===== config.mk =====
export PLATFORM = sky130hd
export DESIGN_NAME = vga_pixel_scanner
export DESIGN_NICKNAME = d
export VERILOG_FILES = /design/src/rtl/vga_timing_pkg.sv /design/src/rtl/vga_axis_counter.sv /design/src/rtl/vga_pixel_scanner.sv
export SDC_FILE = /design/constraint.sdc
export NUM_CORES = 1
export LEC_CHECK = 0
export ABC_AREA = 1
export CAP_MARGIN = 20
export CORE_MARGIN = 2
export CORE_UTILIZATION = 50
export CTS_CLUSTER_DIAMETER = 40
export DETAILED_ROUTE_END_ITERATION = 6
export PLACE_DENSITY = 0.76
export SETUP_SLACK_MARGIN = 0.2
export SYNTH_ARGS = -nofsm -noshare
export SYNTH_HDL_FRONTEND = slang
export SYNTH_HIERARCHICAL = 1
export SYNTH_SLANG_ARGS = --single-unit

===== constraint.sdc =====
create_clock -name Clock -period 1.9 [get_ports Clock]
set_input_delay 0.38 -clock Clock [delete_from_list [all_inputs] [get_ports Clock]]
set_output_delay 0.38 -clock Clock [all_outputs]
set_load 0.1 [all_outputs]

===== src/rtl/vga_timing_pkg.sv =====
// Shared 640x480@60 VGA timing constants, output record and helpers,
// used by the pixel scanner and the MiniAlu video path.
package vga_timing_pkg;

  localparam int VGA_H_VISIBLE = 640;
  localparam int VGA_H_FRONT   = 16;
  localparam int VGA_H_SYNC    = 96;
  localparam int VGA_H_BACK    = 48;
  localparam int VGA_H_TOTAL   = VGA_H_VISIBLE + VGA_H_FRONT + VGA_H_SYNC + VGA_H_BACK;

  localparam int VGA_V_VISIBLE = 480;
  localparam int VGA_V_FRONT   = 10;
  localparam int VGA_V_SYNC    = 2;
  localparam int VGA_V_BACK    = 33;
  localparam int VGA_V_TOTAL   = VGA_V_VISIBLE + VGA_V_FRONT + VGA_V_SYNC + VGA_V_BACK;

  localparam int   ADDR_W      = 24;
  localparam logic SYNC_ACTIVE = 1'b0;

  typedef struct packed {
    logic       hsync;
    logic       vsync;
    logic       active;
    logic [2:0] rgb;
  } pixel_out_t;

  localparam pixel_out_t PIXEL_IDLE = '{
    hsync:  ~SYNC_ACTIVE,
    vsync:  ~SYNC_ACTIVE,
    active: 1'b0,
    rgb:    3'b000
  };

  function automatic logic in_span(input int value, input int first, input int len);
    return (value >= first) && (value < first + len);
  endfunction

endpackage


===== src/rtl/vga_axis_counter.sv =====
// One raster axis: counts 0..MAX on enabled edges and flags the wrap as a carry.
module vga_axis_counter #(
  parameter int MAX = 799,
  localparam int W  = $clog2(MAX + 1)
) (
  input  logic         clock,
  input  logic         reset,
  input  logic         enable,
  output logic [W-1:0] count,
  output logic         wrap
);

  localparam logic [W-1:0] LAST = W'(MAX);

  assign wrap = enable && (count == LAST);

  // axis position register
  always_ff @(posedge clock) begin
    if (reset) begin
      count <= '0;
    end else if (enable) begin
      if (count == LAST) begin
        count <= '0;
      end else begin
        count <= count + W'(1);
      end
    end else begin
      count <= count;
    end
  end

endmodule


===== src/rtl/vga_pixel_scanner.sv =====
// Raster scanner: walks the frame, fetches pixels from video memory and
// emits syncs/colour one pixel tick behind the counters.
module vga_pixel_scanner
  import vga_timing_pkg::*;
#(
  parameter int H_VISIBLE = VGA_H_VISIBLE,
  parameter int H_FRONT   = VGA_H_FRONT,
  parameter int H_SYNC    = VGA_H_SYNC,
  parameter int H_BACK    = VGA_H_BACK,
  parameter int V_VISIBLE = VGA_V_VISIBLE,
  parameter int V_FRONT   = VGA_V_FRONT,
  parameter int V_SYNC    = VGA_V_SYNC,
  parameter int V_BACK    = VGA_V_BACK
) (
  input  logic              Clock,
  input  logic              Reset,
  input  logic              iPixelEnable,
  output logic [ADDR_W-1:0] oReadAddress,
  input  logic [2:0]        iPixelData,
  output logic              oHsync,
  output logic              oVsync,
  output logic              oRed,
  output logic              oGreen,
  output logic              oBlue,
  output logic              oActive,
  output logic              oFrameStart
);

  localparam int H_TOTAL = H_VISIBLE + H_FRONT + H_SYNC + H_BACK;
  localparam int V_TOTAL = V_VISIBLE + V_FRONT + V_SYNC + V_BACK;
  localparam int HW      = $clog2(H_TOTAL);
  localparam int VW      = $clog2(V_TOTAL);

  logic [HW-1:0]     hcount;
  logic [VW-1:0]     vcount;
  logic              h_wrap;
  logic              v_wrap;
  logic              visible;
  logic              in_hsync;
  logic              in_vsync;
  logic [ADDR_W-1:0] address;
  pixel_out_t        pix;
  pixel_out_t        pix_next;
  logic              frame_start;

  vga_axis_counter #(.MAX(H_TOTAL - 1)) u_hcount (
    .clock  (Clock),
    .reset  (Reset),
    .enable (iPixelEnable),
    .count  (hcount),
    .wrap   (h_wrap)
  );

  // the line carry steps the vertical axis, so both wrap on the same edge
  vga_axis_counter #(.MAX(V_TOTAL - 1)) u_vcount (
    .clock  (Clock),
    .reset  (Reset),
    .enable (h_wrap),
    .count  (vcount),
    .wrap   (v_wrap)
  );

  assign visible  = in_span(int'(hcount), 0, H_VISIBLE) && in_span(int'(vcount), 0, V_VISIBLE);
  assign in_hsync = in_span(int'(hcount), H_VISIBLE + H_FRONT, H_SYNC);
  assign in_vsync = in_span(int'(vcount), V_VISIBLE + V_FRONT, V_SYNC);

  // linear read address; parks at the end of the buffer through blanking
  always_ff @(posedge Clock) begin
    if (Reset) begin
      address <= '0;
    end else if (iPixelEnable) begin
      if (v_wrap) begin
        address <= '0;
      end else if (visible) begin
        address <= address + ADDR_W'(1);
      end else begin
        address <= address;
      end
    end else begin
      address <= address;
    end
  end

  assign oReadAddress = address;

  // next output pixel: memory data for the current position, blanked outside
  always_comb begin
    pix_next = pix;
    if (iPixelEnable) begin
      pix_next.active = visible;
      pix_next.hsync  = in_hsync ? SYNC_ACTIVE : ~SYNC_ACTIVE;
      pix_next.vsync  = in_vsync ? SYNC_ACTIVE : ~SYNC_ACTIVE;
      if (visible) begin
        pix_next.rgb = iPixelData;
      end else begin
        pix_next.rgb = 3'b000;
      end
    end else begin
      pix_next = pix;
    end
  end

  // output pixel register and one-clock frame marker
  always_ff @(posedge Clock) begin
    if (Reset) begin
      pix         <= PIXEL_IDLE;
      frame_start <= 1'b0;
    end else begin
      pix         <= pix_next;
      frame_start <= v_wrap;
    end
  end

  assign oHsync      = pix.hsync;
  assign oVsync      = pix.vsync;
  assign oActive     = pix.active;
  assign oRed        = pix.rgb[2];
  assign oGreen      = pix.rgb[1];
  assign oBlue       = pix.rgb[0];
  assign oFrameStart = frame_start;

endmodule


==> results of run 1 <==
[flip-flops by register name (all words and copies together), names as in the netlist]
| signal | flops |
|---|---|
| u_vcount/count | 10 |
| u_hcount/count | 10 |
| oGreen | 1 |
| oVsync | 1 |
| oRed | 1 |
| oReadAddress | 24 |
| oBlue | 1 |
| oActive | 1 |
| oFrameStart | 1 |
| oHsync | 1 |
[what timing repair did]
item                                    4_1_cts  5_1_grt
pin swaps                                     1        8
endpoints found under the setup margin       29       34
cloned                                        1        0
hold buffers                                  0        0
resized for setup                            11       21
buffers inserted                              3        5
[synth_stat cells]
library cell   n  area [um^2]
nand2_4        2         22.5
o21ai_0        6         30.0
nor2_8         2         40.0
nor3b_2        1         12.5
and3_1         1         6.26
nand4_2        1         12.5
xor2_1         6         52.6
buf_6          1         11.3
nor4_1         1         6.26
o21ai_2        2         17.5
buf_2          1         5.00
o21bai_2       2         22.5
clkbuf_8       1         13.8
nor2_1        60          225
ha_1           4         50.1
nand3_4        1         17.5
inv_1         40          150
buf_4          2         15.0
and3_2         1         7.51
a21oi_1       24          120
a211oi_1       1         7.51
nor3_1        12         60.1
clkbuf_1       1         3.75
nor2_2        17          106
inv_2          7         26.3
o21ai_4        1         16.3
xnor2_1        1         8.76
nand2_2        9         56.3
dfxtp_1       51         1020
nand2_1       85          319
nand3_1       15         75.1
nand4_1       15         93.8
nor3_2         2         20.0
nand3b_1       1         7.51
nor2_4         5         56.3
nand3_2        8         80.1
[cell type report]
class | count | area share [%]
tap | 72 | 2.32
inverter | 47 | 4.74
clock inverter | 1 | 0.129
timing repair inverter | 1 | 0.161
sequential | 51 | 27.0
timing repair buffer | 68 | 20.1
multi-input combinational | 286 | 43.6
clock buffer | 7 | 1.97
[routing by layer]
layer	up-vias	part of all wire, %
met5	-	0
met4	0	1.9
met3	14	4.8
met2	71	50
met1	1289	43
li1	1392	-
[critical path, delay by kind of cell (launching register included)]
family	cells	cell delay, ns
buffers and inverters	3	0.28
adder cells (fa/ha/maj)	1	0.15
flip-flops	1	0.36
AND/OR/NAND/NOR	10	0.94
AO/OA/AOI/OAI	1	0.13
[kinds of logic after synthesis]
logic type,count (synthesis)
AND/OR/NAND/NOR,239
XOR/XNOR,7
AO/OA/AOI/OAI,36
adder cells (fa/ha/maj),4
flip-flops,51
buffers and inverters,53
[path summary, 6_finish.rpt]
kind | start | slack (ns) | cells after the start | endpoint
worst max-delay path | u_hcount/count[1] | -0.04 | 15 | oReadAddress[8]
worst min-delay path | oActive | 0.47 | 2 | oActive
worst max register to register | u_hcount/count[1] | -0.04 | 15 | oReadAddress[8]
worst min register to register | oActive | 0.47 | 2 | oActive
[per-stage QoR]
| stage | util, % | TNS (ns) | instance area (um^2) |
|---|---|---|---|
| floorplan | - | -0.0668 | 2880 |
| global placement | 66.4 | -6.79 | 3610 |
| detailed placement | 66.4 | -8.47 | 3610 |
| CTS | 69.2 | 0 | 3760 |
| global route | 71.3 | -1.83 | 3880 |
| finish | 71.3 | -0.184 | 3880 |
[where the power goes]
| group | switching [mW] | internal (mW) |
|---|---|---|
| Clock | 0.366 | 0.260 |
| Combinational | 0.162 | 0.0819 |
| Sequential | 0.0121 | 1.08 |
| Total | 0.539 | 1.43 |
==> results_tabular.tex, run 1 <==
\begin{tabular}{lr}
\hline
Metric & Value \\
\hline
\multicolumn{2}{l}{\textbf{GRT}} \\
\quad Initial antenna violation count & 0 \\
\quad Global-route usage over all layers & between 20\% and 30\% \\
\quad Global-route wire length before repair & 11.2 mm \\
\quad Sum of overflow across all layers after global routing & 0 \\
\quad GR Util met2 & just under 40\% \\
\quad Via count of the first global-routing pass & between 2000 and 3000 \\
\quad Largest net degree at the start of global routing & 16 \\
\quad GR Util met3 & 5.11\% \\
\quad GR Layer Usage met1 & between 20\% and 30\% \\
\quad Peak-usage layer in the global routing report & met2 \\
\multicolumn{2}{l}{\textbf{Run status}} \\
\quad Outcome & complete, but fails checks \\
\quad Violated checks & setup timing \\
\multicolumn{2}{l}{\textbf{Synth}} \\
\quad Synth Warn \# & 6 \\
\quad Gate count of the mapped netlist & between 300 and 400 \\
\quad Seq cells post-synth & between 50 and 60 \\
\quad Largest family of logic cells by synthesized area & simple AND/OR/NAND/NOR gates \\
\quad Xor/xnor share of the synthesized area & under 10\% \\
\quad Synth Area in Compound Gates & 7.65\% \\
\quad Cell Area, Synth & $\sim$2800 um\^{}2 \\
\quad Synth Area in Adders & 1.79\% \\
\quad Seq/Total Area, Yosys & 36.5\% \\
\quad Multiplexer share of the synthesized area & 0\% \\
\quad Simple-gate share of the synthesized area & a little over two fifths \\
\quad Average instance area after synthesis & 7.17 um\^{}2 \\
\quad Net count of the mapped netlist & 400 \\
\quad Number of library cell types mapped by synthesis & 36 \\
\multicolumn{2}{l}{\textbf{Placed design}} \\
\quad Instance count after placement with tap cells included & approximately 520 \\
\quad Setup WS pre-CTS & -0.367 ns \\
\quad Count of input and output buffers & 36 \\
\quad HPWL after detailed placement & 4.88 mm \\
\quad Global placer's final weighted congestion & 0.873 \\
\multicolumn{2}{l}{\textbf{Clocking}} \\
\quad Clk buf depth & 2 \\
\quad Insertion delay to the later sink of the worst-skew pair & 0.31 ns \\
\quad TritonCTS Buffers & 5 \\
\quad Clock sink count & around 50 \\
\quad Clock tree from TritonCTS & yes \\
\quad Clock slew at the register clock pins of the worst setup and hold paths & roughly 0.090 ns \\
\quad Buffer type at the clock tree root & clkbuf\_8 \\
\quad H-tree level count & 2 \\
\multicolumn{2}{l}{\textbf{Worst setup path}} \\
\quad Worst Path Class, Setup & flop to flop \\
\quad Peak per-stage delay on the critical path & 0.36 ns \\
\quad List of cells traversed by the critical path & ha\_4 > nand2\_4 > nor2\_4 > nand2\_2 > nor2\_4 > inv\_2 > nor2\_1 > nand3\_1 > nor2\_2 > nand2\_2 > nand2\_4 > buf\_6 > buf\_4 > nand4\_1 > a21oi\_1 \\
\quad Worst Setup Start Kind & flop \\
\quad Data arrival at the endpoint of the critical path & 2.18 ns \\
\quad Worst setup EP type & flop \\
\quad Cell with the largest stage delay on the worst path & dfxtp\_2 \\
\quad Data required, critical path & 2.14 ns \\
\quad Crit path max fanout & 7 \\
\multicolumn{2}{l}{\textbf{Finish}} \\
\quad \# fillers & approximately 420 \\
\quad Relative area change from synthesis to final layout & 38.7\% \\
\quad Highest-count cells in the layout ignoring fill and taps & nand2\_1 (74), nor2\_1 (56), buf\_4 (39) \\
\quad Ratio of cells with drive above 1 in the final layout & 38.0\% \\
\quad Final instance count without filler cells & 533 \\
\quad Multi-input combinational cell area & 1690 um\^{}2 \\
\quad Combined flip-flop and latch cell area & between 1000 and 1500 um\^{}2 \\
\quad \# diodes & 0 \\
\quad Leading cell type in the layout, fill and taps excluded & nand2\_1 \\
\quad Number of nets in the layout & 470 \\
\multicolumn{2}{l}{\textbf{Timing}} \\
\quad Post-route minimum period & 1.94 ns \\
\quad Number of hold violations in the final report & 0 \\
\quad Maximum clock skew at final layout & 0.00959 ns \\
\quad Final-report max-slew violation count & 0 \\
\quad Final worst setup slack & -0.0356 ns \\
\quad Worst-Margin Slew & around 0.33 ns \\
\quad Total setup violations reported at the end of the flow & 9 \\
\quad Unrepaired setup endpoints after global routing & yes \\
\quad Highest clock frequency the design can meet & just over 0.5 GHz \\
\quad Worst slew margin & 78.2\% \\
\quad Fraction of the cycle the final worst path needs & 102\% \\
\quad Hold Worst Slack & roughly 0.47 ns \\
\multicolumn{2}{l}{\textbf{Routing}} \\
\quad Post-route DRC violation count & 0 \\
\quad Initial DRC count & 140 \\
\quad Antenna-violating nets left & 0 \\
\quad Vias after detailed routing & between 2000 and 3000 \\
\quad Aggregate routed wire length & 6.78 mm \\
\quad Average wire per standard cell & 12.7 um \\
\quad Initial DRT Pass Iterations & 7 \\
\quad Post-detailed-route via-to-cell ratio & 5.19 \\
\multicolumn{2}{l}{\textbf{Min path}} \\
\quad Worst hold path type & flop to flop \\
\multicolumn{2}{l}{\textbf{Floorplan}} \\
\quad I/O pin count & 37 \\
\quad Die extent in x & 78.8 um \\
\quad Initial core utilization & 51.4\% \\
\quad Core area & 5440 um\^{}2 \\
\quad Die Outline Area & 6210 um\^{}2 \\
\quad Number of placement rows & 27 \\
\quad Die height & between 70 and 80 um \\
\multicolumn{2}{l}{\textbf{Pwr}} \\
\quad Leakage Power & 1.59 nW \\
\quad Highest ir drop seen on vdd & 0.376 mV \\
\quad Overall power of the completed layout & 1.96 mW \\
\quad Power Density & 507 nW/um\^{}2 \\
\multicolumn{2}{l}{\textbf{Flow run}} \\
\quad Max-capacitance violation count & 0 \\
\hline
\end{tabular}
Note: power is estimated with default switching activity, not from simulation.
==> run 2, diff against run 1 <==
--- a/config.mk
+++ b/config.mk
@@ -13,6 +13,7 @@
 export DETAILED_ROUTE_END_ITERATION = 6
 export PLACE_DENSITY = 0.76
 export SETUP_SLACK_MARGIN = 0.2
+export SLEW_MARGIN = 15
 export SYNTH_ARGS = -nofsm -noshare
 export SYNTH_HDL_FRONTEND = slang
 export SYNTH_HIERARCHICAL = 1
==> results of run 2 <==
No change in the layout: final DEF, timing and power equal those of run 1.
==> run 3, diff against run 2 <==
--- a/config.mk
+++ b/config.mk
@@ -5,10 +5,10 @@
 export SDC_FILE = /design/constraint.sdc
 export NUM_CORES = 1
 export LEC_CHECK = 0
-export ABC_AREA = 1
+export ABC_AREA = 0
 export CAP_MARGIN = 20
 export CORE_MARGIN = 2
-export CORE_UTILIZATION = 50
+export CORE_UTILIZATION = 49
 export CTS_CLUSTER_DIAMETER = 40
 export DETAILED_ROUTE_END_ITERATION = 6
 export PLACE_DENSITY = 0.76
==> results_tabular.tex, run 3 <==
\begin{tabular}{lr}
\hline
Metric & Value \\
\hline
\multicolumn{2}{l}{\textbf{Synth}} \\
\quad Fraction of registers with async set/reset & 0\% (unchanged) \\
\quad Dominant cell type by area after synthesis & dfxtp\_1 \\
\quad Seq cells post-synth & 51 (unchanged) \\
\quad Most repeated cell in the gate-level netlist after synthesis & dfxtp\_1 \\
\quad Synth Warn \# & 6 (unchanged) \\
\quad Top cells by area, synth & dfxtp\_1 (41\%), a21oi\_1 (5.4\%), or4\_1 (3.6\%), nand4\_1 (3.5\%), nor2\_1 (3.3\%) \\
\quad Number of flops mapped to enable cells by yosys & 0 (unchanged) \\
\quad Cell Area, Synth & 2510 um\^{}2 (-10\%) \\
\quad Portion of synthesized cell area occupied by the leading cell type & 40.6\% (+4.1 points) \\
\quad Seq/Total Area, Yosys & 40.6\% (+4.1 points) \\
\quad Prevailing post-synth register cell & dfxtp\_1 \\
\quad Gate count of the mapped netlist & 289 (-26\%) \\
\quad Average instance area after synthesis & 8.70 um\^{}2 (+21\%) \\
\quad Net count of the mapped netlist & 299 (-25\%) \\
\quad Number of library cell types mapped by synthesis & 47 (+31\%) \\
\quad Synth cell count leaders & dfxtp\_1 (51), a21oi\_1 (27), nor2\_1 (22) \\
\multicolumn{2}{l}{\textbf{Worst setup path}} \\
\quad Data required, critical path & 2.15 ns (about the same) \\
\quad Data arrival at the endpoint of the critical path & 2.52 ns (+0.34 ns) \\
\quad Crit path max fanout & 8 (+1) \\
\quad Worst setup EP type & flop \\
\quad Worst Setup Start Kind & flop \\
\quad Worst Path Class, Setup & flop to flop \\
\multicolumn{2}{l}{\textbf{GRT}} \\
\quad Global-route wire length before repair & 10.7 mm (-4.5\%) \\
\quad Initial antenna violation count & 0 (unchanged) \\
\quad Sum of overflow across all layers after global routing & 0 (unchanged) \\
\quad Largest net degree at the start of global routing & 23 (+7) \\
\quad Via count of the first global-routing pass & 2451 (-3.0\%) \\
\quad Global-route usage over all layers & 24.0\% (+1.6 points) \\
\multicolumn{2}{l}{\textbf{Clocking}} \\
\quad Clock tree from TritonCTS & yes \\
\quad Clock sink count & 51 (unchanged) \\
\quad Insertion delay to the later sink of the worst-skew pair & 0.31 ns (about the same) \\
\quad Clock slew at the register clock pins of the worst setup and hold paths & 0.09 ns (about the same) \\
\quad Buffer type at the clock tree root & clkbuf\_8 \\
\quad Clk buf depth & 2 (unchanged) \\
\quad H-tree level count & 2 (unchanged) \\
\quad TritonCTS Buffers & 5 (unchanged) \\
\multicolumn{2}{l}{\textbf{Timing}} \\
\quad Number of hold violations in the final report & 0 (unchanged) \\
\quad Unrepaired setup endpoints after global routing & yes \\
\quad Highest clock frequency the design can meet & 0.441 GHz (-15\%) \\
\quad Fraction of the cycle the final worst path needs & 119\% (+18 points) \\
\quad Final-report max-slew violation count & 0 (unchanged) \\
\quad Final worst setup slack & -0.370 ns (-0.334 ns) \\
\quad Total setup violations reported at the end of the flow & 31 (+22) \\
\quad Post-route minimum period & 2.27 ns (+0.334 ns) \\
\quad Worst slew margin & 51.8\% (-26 points) \\
\quad Worst-Margin Slew & 0.724 ns (+0.397 ns) \\
\quad Maximum clock skew at final layout & 0.00773 ns (-0.00186 ns) \\
\multicolumn{2}{l}{\textbf{Finish}} \\
\quad Highest-count cells in the layout ignoring fill and taps & buf\_4 (72), dfxtp\_1 (30), dfxtp\_2 (21) \\
\quad Relative area change from synthesis to final layout & 55.6\% \\
\quad Number of nets in the layout & 397 (-16\%) \\
\quad \# diodes & 0 (unchanged) \\
\quad \# fillers & 318 (-24\%) \\
\quad Final core area utilization & 77.6\% (+6.3 points) \\
\quad Leading cell type in the layout, fill and taps excluded & buf\_4 \\
\quad Ratio of cells with drive above 1 in the final layout & 42.0\% (+4.0 points) \\
\quad Number of flip-flops in the largest register & 24 (unchanged) \\
\multicolumn{2}{l}{\textbf{Floorplan}} \\
\quad Die Outline Area & 5720 um\^{}2 (-7.8\%) \\
\quad I/O pin count & 37 (unchanged) \\
\quad Initial core utilization & 49.9\% (-1.5 points) \\
\quad Number of placement rows & 26 (-3.7\%) \\
\quad Core area & 5040 um\^{}2 (-7.3\%) \\
\quad Die height & 75.6 um (-4.0\%) \\
\quad Die extent in x & 75.6 um (-4.0\%) \\
\multicolumn{2}{l}{\textbf{Placed design}} \\
\quad Global placer's final weighted congestion & 0.902 (+3.4\%) \\
\quad Setup WS pre-CTS & -0.730 ns (-0.364 ns) \\
\quad HPWL after detailed placement & 4.46 mm (-8.6\%) \\
\quad Count of input and output buffers & 36 (unchanged) \\
\multicolumn{2}{l}{\textbf{Run status}} \\
\quad Outcome & complete, but fails checks \\
\quad Violated checks & setup timing \\
\multicolumn{2}{l}{\textbf{Routing}} \\
\quad Initial DRT Pass Iterations & 4 (-3) \\
\quad Average wire per standard cell & 15.6 um (+23\%) \\
\quad Antenna-violating nets left & 0 (unchanged) \\
\quad Vias after detailed routing & 2675 (-3.3\%) \\
\quad Post-detailed-route via-to-cell ratio & 5.84 (+13\%) \\
\quad Aggregate routed wire length & 7.15 mm (+5.4\%) \\
\quad Post-route DRC violation count & 0 (unchanged) \\
\quad Initial DRC count & 206 (+47\%) \\
\multicolumn{2}{l}{\textbf{Pwr}} \\
\quad Highest ir drop seen on vdd & 0.498 mV (+32\%) \\
\quad Power Density & 509 nW/um\^{}2 (+0.52\%) \\
\quad Leakage Power & 1.47 nW (-7.3\%) \\
\multicolumn{2}{l}{\textbf{Flow run}} \\
\quad Max-capacitance violation count & 0 (unchanged) \\
\multicolumn{2}{l}{\textbf{Min path}} \\
\quad Worst hold path type & flop to flop \\
\hline
\end{tabular}
==> run 3: layout make-up <==
class                           count  area [um^2]  share of cell area (%)
Clock buffer                        8          100                    2.56
Sequential cell                    51         1050                    26.8
Tap cell                           70         87.6                    2.24
Inverter                            6         25.0                   0.639
Multi-Input combinational cell    217         1580                    40.4
Timing Repair Buffer              106         1070                    27.4
==> run 3: metal layers <==
layer / up-vias / share of wire, % / track usage (%)
met5: - / 0 / 0
met4: 0 / 1.7 / 8.38
met3: 15 / 3.4 / 5.16
met2: 80 / 54 / 43.9
met1: 1301 / 41 / 27.7
li1: 1279 / - / -
==> run 3: metrics by stage <==
| step | cell area (um^2) | power [mW] | TNS [ns] | cells | hold slack, ns |
|---|---|---|---|---|---|
| 2_1_floorplan | 2610 | 1.23 | -5.15 | 289 | 0.462 |
| 3_3_place_gp | 3480 | 1.30 | -15.17 | 433 | 0.448 |
| 3_5_place_dp | 3480 | 1.31 | -17.60 | 433 | 0.468 |
| 4_1_cts | 3740 | 1.99 | -6.82 | 451 | 0.481 |
| 5_1_grt | 3910 | 2.06 | -11.58 | 458 | 0.514 |
| 6_report | 3910 | 1.99 | -8.16 | 458 | 0.492 |
==> run 3: final timing paths <==
| check | start | to | slack (ns) | cells after the start |
|---|---|---|---|---|
| setup / recovery | u_hcount/count[5] | oReadAddress[6] | -0.37 | 10 |
| hold / removal | oReadAddress[18] | oReadAddress[18] | 0.49 | 2 |
| setup reg to reg | u_hcount/count[5] | oReadAddress[6] | -0.37 | 10 |
| hold reg to reg | oReadAddress[18] | oReadAddress[18] | 0.49 | 2 |
==> run 3: cell families (layout without fill, tap and decap cells) <==
group,Yosys count,after routing,synth area share (%)
simple gates,131,131,30.6
compound gates,68,68,17.6
flops,51,51,40.6
buf+inv,21,120,4.18
xor+xnor,11,11,3.83
fa+ha+maj,4,4,1.99
mux,3,3,1.19
==> run 3: timing repair <==
item                                   in CTS  in global routing
resized for setup                          21                 23
hold buffers                                0                  0
endpoints found under the hold margin       0                  0
setup buffers                              10                  6
pin swaps                                  14                 10
setup endpoints to repair                  35                 39
cloned                                      0                  1
==> run 3: where the power goes <==
part           switching (mW)  internal (mW)
clock network           0.353          0.333
registers              0.0111           1.08
logic                   0.131         0.0858
total                   0.495           1.50
==> run 3: worst max-delay path: stages, from the launching register on <==
cell     delay (ns)
dfxtp_2        0.34
nor4b_4        0.32
nand3_2        0.16
nor2_4         0.15
nand3_4        0.10
nor3_4         0.23
a32oi_4        0.14
buf_4          0.19
buf_6          0.11
or3_1          0.33
a21oi_2        0.14
